## config.mk

```make
export PLATFORM = sky130hd
export DESIGN_NAME = trap_request_arbiter
export DESIGN_NICKNAME = d
export VERILOG_FILES = /design/src/rtl/trap_request_arbiter.sv
export SDC_FILE = /design/constraint.sdc
export NUM_CORES = 1
export LEC_CHECK = 0
export ABC_AREA = 1
export CAP_MARGIN = 10
export CELL_PAD_IN_SITES_DETAIL_PLACEMENT = 0
export CELL_PAD_IN_SITES_GLOBAL_PLACEMENT = 1
export CORE_MARGIN = 2
export CORE_UTILIZATION = 35
export DETAILED_ROUTE_END_ITERATION = 16
export PLACE_DENSITY = 0.78
export SYNTH_ARGS = -nofsm -noshare
export SYNTH_HDL_FRONTEND = slang
export SYNTH_SLANG_ARGS = --single-unit
```

## constraint.sdc

```tcl
create_clock -name clk -period 2.21 [get_ports clk]
set_input_delay 0.3315 -clock clk [delete_from_list [all_inputs] [get_ports clk]]
set_output_delay 0.3315 -clock clk [all_outputs]
set_load 0.02 [all_outputs]
```

## src/rtl/trap_request_arbiter.sv

```systemverilog
// -----------------------------------------------------------------------------
// trap_request_arbiter
//
// Collects trap/exception requests from the EX and MEM pipeline stages,
// picks one by fixed priority, and latches it. It then presents a stable
// 3-bit trap_status code to the trap controller until that code's completion
// handshake finishes, and then releases it. Every sequence is bounded by a
// watchdog, and normal completions are counted.
//
// Trap status codes (shared with the trap controller):
//   0 NONE, 1 MISALIGNED_INSTR, 2 MISALIGNED_LOAD, 3 MISALIGNED_STORE,
//   4 ECALL, 5 EBREAK, 6 MRET, 7 FENCEI
//
// Ports
//   clk                   in   system clock
//   reset                 in   asynchronous active-low reset
//   clk_enable            in   state advances only when 1
//   mem_misaligned_load   in   MEM-stage misaligned load request
//   mem_misaligned_store  in   MEM-stage misaligned store request
//   ex_misaligned_instr   in   EX-stage misaligned branch/jump target request
//   ex_ecall              in   EX-stage ECALL
//   ex_ebreak             in   EX-stage EBREAK
//   ex_mret               in   EX-stage MRET
//   ex_fencei             in   EX-stage FENCE.I
//   trap_done             in   controller: 0 while pre-trap handling is busy
//   pth_done_flush        in   controller: flush phase active
//   debug_mode            in   controller debug-mode flag
//   trap_status           out  latched trap code (NONE when idle/releasing)
//   trap_busy             out  1 whenever the arbiter is not idle
//   trap_retire           out  one-cycle pulse on completion or timeout
//   trap_timeout          out  sticky watchdog-expiry flag
//   trap_count            out  saturating count of normal completions
// -----------------------------------------------------------------------------
module trap_request_arbiter #(
  parameter int TIMEOUT_CYCLES = 64,
  parameter int TMO_W          = 8,
  parameter int CNT_W          = 16
) (
  input  logic             clk,
  input  logic             reset,
  input  logic             clk_enable,
  input  logic             mem_misaligned_load,
  input  logic             mem_misaligned_store,
  input  logic             ex_misaligned_instr,
  input  logic             ex_ecall,
  input  logic             ex_ebreak,
  input  logic             ex_mret,
  input  logic             ex_fencei,
  input  logic             trap_done,
  input  logic             pth_done_flush,
  input  logic             debug_mode,
  output logic [2:0]       trap_status,
  output logic             trap_busy,
  output logic             trap_retire,
  output logic             trap_timeout,
  output logic [CNT_W-1:0] trap_count
);

  localparam logic [2:0] TRAP_NONE             = 3'd0;
  localparam logic [2:0] TRAP_MISALIGNED_INSTR = 3'd1;
  localparam logic [2:0] TRAP_MISALIGNED_LOAD  = 3'd2;
  localparam logic [2:0] TRAP_MISALIGNED_STORE = 3'd3;
  localparam logic [2:0] TRAP_ECALL            = 3'd4;
  localparam logic [2:0] TRAP_EBREAK           = 3'd5;
  localparam logic [2:0] TRAP_MRET             = 3'd6;
  localparam logic [2:0] TRAP_FENCEI           = 3'd7;

  localparam logic [TMO_W-1:0] WD_LAST = TMO_W'(TIMEOUT_CYCLES - 1);
  localparam logic [TMO_W-1:0] WD_ONE  = {{(TMO_W-1){1'b0}}, 1'b1};
  localparam logic [CNT_W-1:0] CNT_ONE = {{(CNT_W-1){1'b0}}, 1'b1};

  typedef enum logic [1:0] {
    ST_IDLE    = 2'd0,
    ST_ACTIVE  = 2'd1,
    ST_RELEASE = 2'd2
  } state_t;

  state_t           r_state;
  logic [2:0]       r_code;
  logic [2:0]       r_status;
  logic             r_busy;
  logic             r_retire;
  logic             r_timeout;
  logic [CNT_W-1:0] r_count;
  logic [TMO_W-1:0] r_wd;
  logic             r_seen_busy;
  logic             r_flush_run;   // previous ACTIVE cycle had pth_done_flush=1

  logic [2:0]       w_winner;
  logic             w_req_valid;
  logic             w_complete;
  logic             w_wd_expire;

  // Fixed priority; MEM is older than EX so it always wins. In debug mode
  // only MRET and FENCE.I may be taken.
  always_comb begin
    w_winner = TRAP_NONE;
    if (!debug_mode && mem_misaligned_store)     w_winner = TRAP_MISALIGNED_STORE;
    else if (!debug_mode && mem_misaligned_load) w_winner = TRAP_MISALIGNED_LOAD;
    else if (!debug_mode && ex_misaligned_instr) w_winner = TRAP_MISALIGNED_INSTR;
    else if (!debug_mode && ex_ecall)            w_winner = TRAP_ECALL;
    else if (!debug_mode && ex_ebreak)           w_winner = TRAP_EBREAK;
    else if (ex_mret)                            w_winner = TRAP_MRET;
    else if (ex_fencei)                          w_winner = TRAP_FENCEI;
  end

  assign w_req_valid = (w_winner != TRAP_NONE);

  // Per-code completion handshake with the trap controller.
  always_comb begin
    w_complete = 1'b0;
    case (r_code)
      TRAP_FENCEI:                w_complete = 1'b1;
      TRAP_EBREAK, TRAP_MRET:     w_complete = trap_done && r_seen_busy;
      TRAP_ECALL,
      TRAP_MISALIGNED_INSTR,
      TRAP_MISALIGNED_LOAD,
      TRAP_MISALIGNED_STORE:      w_complete = pth_done_flush && r_flush_run;
      default:                    w_complete = 1'b0;
    endcase
  end

  assign w_wd_expire = (r_wd == WD_LAST);

  always_ff @(posedge clk or negedge reset) begin
    if (!reset) begin
      r_state     <= ST_IDLE;
      r_code      <= TRAP_NONE;
      r_status    <= TRAP_NONE;
      r_busy      <= 1'b0;
      r_retire    <= 1'b0;
      r_timeout   <= 1'b0;
      r_count     <= '0;
      r_wd        <= '0;
      r_seen_busy <= 1'b0;
      r_flush_run <= 1'b0;
    end else if (clk_enable) begin
      r_retire <= 1'b0;
      case (r_state)
        ST_IDLE: begin
          r_status <= TRAP_NONE;
          r_busy   <= 1'b0;
          if (w_req_valid) begin
            r_code      <= w_winner;
            r_status    <= w_winner;
            r_busy      <= 1'b1;
            r_wd        <= '0;
            r_seen_busy <= 1'b0;
            r_flush_run <= 1'b0;
            r_state     <= ST_ACTIVE;
          end
        end
        ST_ACTIVE: begin
          r_wd        <= r_wd + WD_ONE;
          r_flush_run <= pth_done_flush;
          if (!trap_done) r_seen_busy <= 1'b1;
          // Completion wins over a watchdog expiry in the same cycle.
          if (w_complete) begin
            r_status <= TRAP_NONE;
            r_retire <= 1'b1;
            if (r_count != {CNT_W{1'b1}}) r_count <= r_count + CNT_ONE;
            r_state  <= ST_RELEASE;
          end else if (w_wd_expire) begin
            r_status  <= TRAP_NONE;
            r_retire  <= 1'b1;
            r_timeout <= 1'b1;
            r_state   <= ST_RELEASE;
          end
        end
        ST_RELEASE: begin
          // One dead cycle so a request still held from the retired trap
          // drains instead of being re-taken immediately.
          r_status <= TRAP_NONE;
          r_busy   <= 1'b0;
          r_state  <= ST_IDLE;
        end
        default: begin
          r_status <= TRAP_NONE;
          r_busy   <= 1'b0;
          r_state  <= ST_IDLE;
        end
      endcase
    end
  end

  assign trap_status  = r_status;
  assign trap_busy    = r_busy;
  assign trap_retire  = r_retire;
  assign trap_timeout = r_timeout;
  assign trap_count   = r_count;

endmodule

```

# == After elaboration in Yosys (flattened, before gate mapping) ==
# Index checks and enable logic that the tools add are counted.
# totals
in_bits,13
ff_bits,37
elab_cells,75
# classes
eq_ne,13
bitwise,2
addsub,2
n_reduce_logical,21
mux,27
# ops
cell,count
3-bit two-way mux,10
16-bit by 1-bit adder with 16-bit output (second input constant),1
16-bit inequality test (second input constant),1
8-bit case mux with 2 select lines,1
3-bit == test (second input constant),4
4-bit AND reduction,3
3-bit AND reduction,3
8-bit by 1-bit adder with 8-bit output (second input constant),1
8-bit by 6-bit == test with 1-bit output (second input constant),1
8-bit two-way mux,1
1-bit logical AND,7
3-bit by 2-bit == test with 1-bit output (second input constant),2
1-bit two-way mux,6
2-bit two-way mux,3
1-bit case mux with 2 select lines,3
3-bit case mux with 2 select lines,1
2-bit inequality test (second input constant),2
2-bit case mux with 2 select lines,1
2-bit AND reduction,2
4-bit OR reduction,1
3-bit by 1-bit == test with 1-bit output (second input constant),1
3-bit inequality test (second input constant),1
1-bit case mux with 3 select lines,1
3-bit nonzero test,1
other kinds (6),7

# == Longest topological paths before layout ==
# depth
word_depth,10
depth_mapped,11

# == Least setup slack after synthesis ==
# Ideal clock, no wire load.
# synth_timing
kind,flip-flop to flip-flop
startpoint,register r_count[0] (netlist: trap_count[0])
endpoint,register r_count[8] (netlist: trap_count[8])
t_arrival_ns,1.586
slack_ns,0.503
path_stages_with_launch,10
setup_ns,0.121
path_cell_list,dfrtp_1 -> ha_1 -> nand3_1 -> inv_2 -> nand4_2 -> nor2_4 -> nor2_4 -> buf_6 -> nand2_1 -> o21ai_2
# synth_via
elab_chain_cells,2
word_cells_on_any_way,3
cone_classes,add/sub: 1; eq/ne: 1; reduce/logical: 1
# synth_lines
item,line_no,rtl
from (decl),84,logic [CNT_W-1:0] r_count;
from (signal assigned),161,if (r_count != {CNT_W{1'b1}}) r_count <= r_count + CNT_ONE;
"parallel branches: the longest is 2 deep, another holds 16-bit by 1-bit adder with 16-bit output",--,
# Parallel ways; which one is timed is not known.
# A chain may end at the register's enable or synchronous reset.

# == Final worst setup path ==
# layout_timing
startpoint,register r_count[0] (netlist: trap_count[0])
endpoint,register r_count[14] (netlist: trap_count[14])
# Same word-level chain as after synthesis.

==> qor.tcl <==
set qor(final_number_of_hold_violating_endpoints) 0
set qor(die-area_um2) 6590
set qor(area_growth_pct) 26.9
set qor(arrival_time_of_the_worst_setup_path_ns) 1.98
set qor(syn_inst) 260
set qor(drt_first_iter_violations) 42
set qor(wire_per_inst_um) 11.6
set qor(synth_compound_area_frac) 0.103
set qor(grt.overflow.total) 0
set qor(ys_types) 31
set qor(grt_pass1_wl_mm) 7.54
set qor(final_cell_mix) {85 x nand2_1, 37 x dfrtp_1, 33 x clkdlybuf4s50_1}
set qor(antenna_found_initial) 0
set qor(die_x_um) 81.2
set qor(setup-violations-final) 0
set qor(post_synth_adder_cell_area) 0.0120
set qor(timing.reg2reg.setup_slack_ns) 0.40
set qor(die_y_um) 81.2
set qor(synth-seq-cells) 37
set qor(count_of_port_buffers_added_during_placement) 34
set qor(p_leak_nw) 1.18
set qor(warnings_synthesis) 0
set qor(maxCapViolations) 0
set qor(boundaryPins) 35
set qor(cts_made_buffers) 5
set qor(worst_clock_skew_ns) 0.00505
set qor(detail_route.drc_violations) 0
set qor(cp-start-kind) {register}
set qor(outcome) {completed}
set qor(clock_sink_count) 37
set qor(power_density_nw_per_um2) 1140
set qor(setup-tns-final_ns) 0
set qor(tritoncts_clock_tree) {done}
set qor(via_count) 1779
set qor(detailedPlacementHpwl_mm) 3.22
set qor(final.min_clock_period_ns) 1.81
set qor(drt_pre_antenna_iters) 4
set qor(placed_cells_incl_taps) 368
set qor(critPathRequiredTime_ns) 2.38
set qor(synthSimpleGateAreaFrac) 0.333
set qor(cts.htree.levels) 2
set qor(avgViaCountPerCell) 4.73
set qor(clk_path_buf_depth) 2
set qor(yosys.area_share.xor_xnor) 0.0546
set qor(post_synth_instance_area_um2) 2090
set qor(routed_wirelength_mm) 4.38
set qor(clock_insertion_delay_worst_skew_ns) 0.29
set qor(globalRouteTotalUtil) 0.148
set qor(cts-root-buf) {clkbuf_8}
set qor(grt_setup_unrepaired) {false}
set qor(maxSlewHeadroom) 0.430
set qor(insertedDiodeCount) 0
set qor(place_congestion) 0.768
set qor(std_cell_rows) 28
set qor(finalNonFillerCells) 376
set qor(grt_start_max_net_pins) 38
set qor(achievable-frequency_mhz) 553
set qor(post_cts_resize_count) 0
set qor(synth_top_family_by_area) {simple AND/OR/NAND/NOR gates}
set qor(start_util) 0.357
set qor(muxShareOfSynthArea) 0
set qor(cts_setup_buffers) 0
set qor(worst_pin_slew_ns) 0.855
set qor(critical_setup_path_kind) {register to register}
set qor(synthesis.area_per_instance_um2) 8.02
set qor(final_antenna_net_count) 0
set qor(timing.hold.worst.class) {input port to async pin}
set qor(endpoint_kind) {register}
set qor(cts.clk_slew.worst_paths_ns) 0.08
set qor(slew_viol_final) 0
set qor(cts_hold_buf) 0
set qor(via_count_of_the_first_global_routing_pass) 1618
set qor(finalCritPeriodShare) 0.818
set qor(crit_fanout) 26
set qor(number_of_inserted_filler_cells_in_the_final_layout) 578
set qor(core-area_um2) 5850
set qor(layout-drive-gt1-share) 0.126
set qor(synth_seq_area_share) 0.444
set qor(num-nets-final) 315
set qor(synth_nets) 275
set qor(ff2ff_path_depth) 9
set qor(ir_drop_mv) 0.452
set qor(mostFrequentLayoutCell) {nand2_1}
-- sequential cells by signal (all words and copies together) (netlist names) --
name          flops
r_code            3
r_flush_run       1
r_seen_busy       1
r_state           2
r_wd              8
trap_busy         1
trap_count       16
trap_retire       1
trap_status       3
trap_timeout      1
-- final cells by class --
class,instances,area [µm²],share of cell area
Clock buffer,5,68.8,0.0260
Tap cell,75,93.8,0.0355
Multi-Input combinational cell,198,1050,0.396
Clock inverter,3,65.1,0.0246
Inverter,22,82.6,0.0312
Timing Repair Buffer,36,363,0.137
Sequential cell,37,926,0.350
-- per-stage QoR --
stage                     utilization  power, mW  cell area, µm²  hold slack, ns  setup slack [ns]
after floorplan                     -       1.85            2090          0.0359             0.503
after global placement          0.429       2.32            2510           0.457             0.215
after detailed placement        0.429       2.33            2510           0.460             0.237
after CTS                       0.452       3.04            2650           0.175             0.397
after global routing            0.452       3.23            2650           0.218             0.293
final                           0.452       3.01            2650           0.146             0.402
-- worst paths after layout --
check / start / endpoint
max reg2reg: trap_count[0] / trap_count[14]
min in group clk: trap_timeout / trap_timeout
max in group asynchronous: reset / trap_count[2]
min reg2reg: trap_timeout / trap_timeout
min: reset / r_wd[5]
max: trap_count[0] / trap_count[14]
-- synth_stat cells --
cell | count | share of area
nand4_2 | 1 | 0.0060
nand3b_1 | 1 | 0.0036
o21ai_2 | 6 | 0.025
a21oi_1 | 1 | 0.0024
or2_1 | 1 | 0.0030
nand3b_2 | 2 | 0.011
nor2_2 | 1 | 0.0030
xor2_1 | 7 | 0.029
nand2_2 | 2 | 0.0060
or2_2 | 2 | 0.0060
buf_4 | 1 | 0.0036
dfrtp_1 | 37 | 0.44
nor3_1 | 7 | 0.017
nor2_4 | 3 | 0.016
ha_1 | 2 | 0.012
buf_6 | 2 | 0.011
xnor2_1 | 6 | 0.025
inv_1 | 18 | 0.032
inv_2 | 4 | 0.0072
a21o_1 | 1 | 0.0036
o21ai_1 | 3 | 0.0072
a21oi_2 | 2 | 0.0084
nor3_2 | 2 | 0.0096
nor2_1 | 16 | 0.029
nand2_1 | 85 | 0.15
nand3_1 | 18 | 0.043
nand4_1 | 4 | 0.012
o21ai_0 | 22 | 0.053
nand3_2 | 1 | 0.0048
nand4_4 | 1 | 0.010
a31oi_1 | 1 | 0.0030
-- power by group --
part	leakage, nW	internal (mW)	total, mW	switching, mW
clock	0.0681	0.449	0.706	0.257
sequential	0.480	0.890	1.10	0.213
combinational	0.634	0.511	1.20	0.689
total	1.18	1.85	3.01	1.16
-- layer usage --
metal,share of wire,global-route usage,up-vias
met5,0,0,-
met1,0.50,0.209,811
met3,0.043,0.0367,2
met2,0.45,0.222,34
met4,0.0089,0.0508,0
li1,-,-,932
-- worst max-delay path, cell delays in order, from the launching register on --
cell	delay, ns
dfrtp_1	0.41
ha_1	0.23
nand3_1	0.15
inv_2	0.13
nand4_2	0.16
nor2_4	0.20
nor2_4	0.06
buf_12	0.16
o21ai_0	0.10
o21ai_2	0.08
-- logic make-up (layout without fill, tap and decap cells) --
logic type	count (synthesis)	after routing
adders and majority gates	2	2
buffers and inverters	25	66
AOI/OAI and AO/OA	36	36
xor gates and xnor gates	13	13
and+or+nand+nor	147	147
DFF	37	37
(Power assumes the default switching activity.)
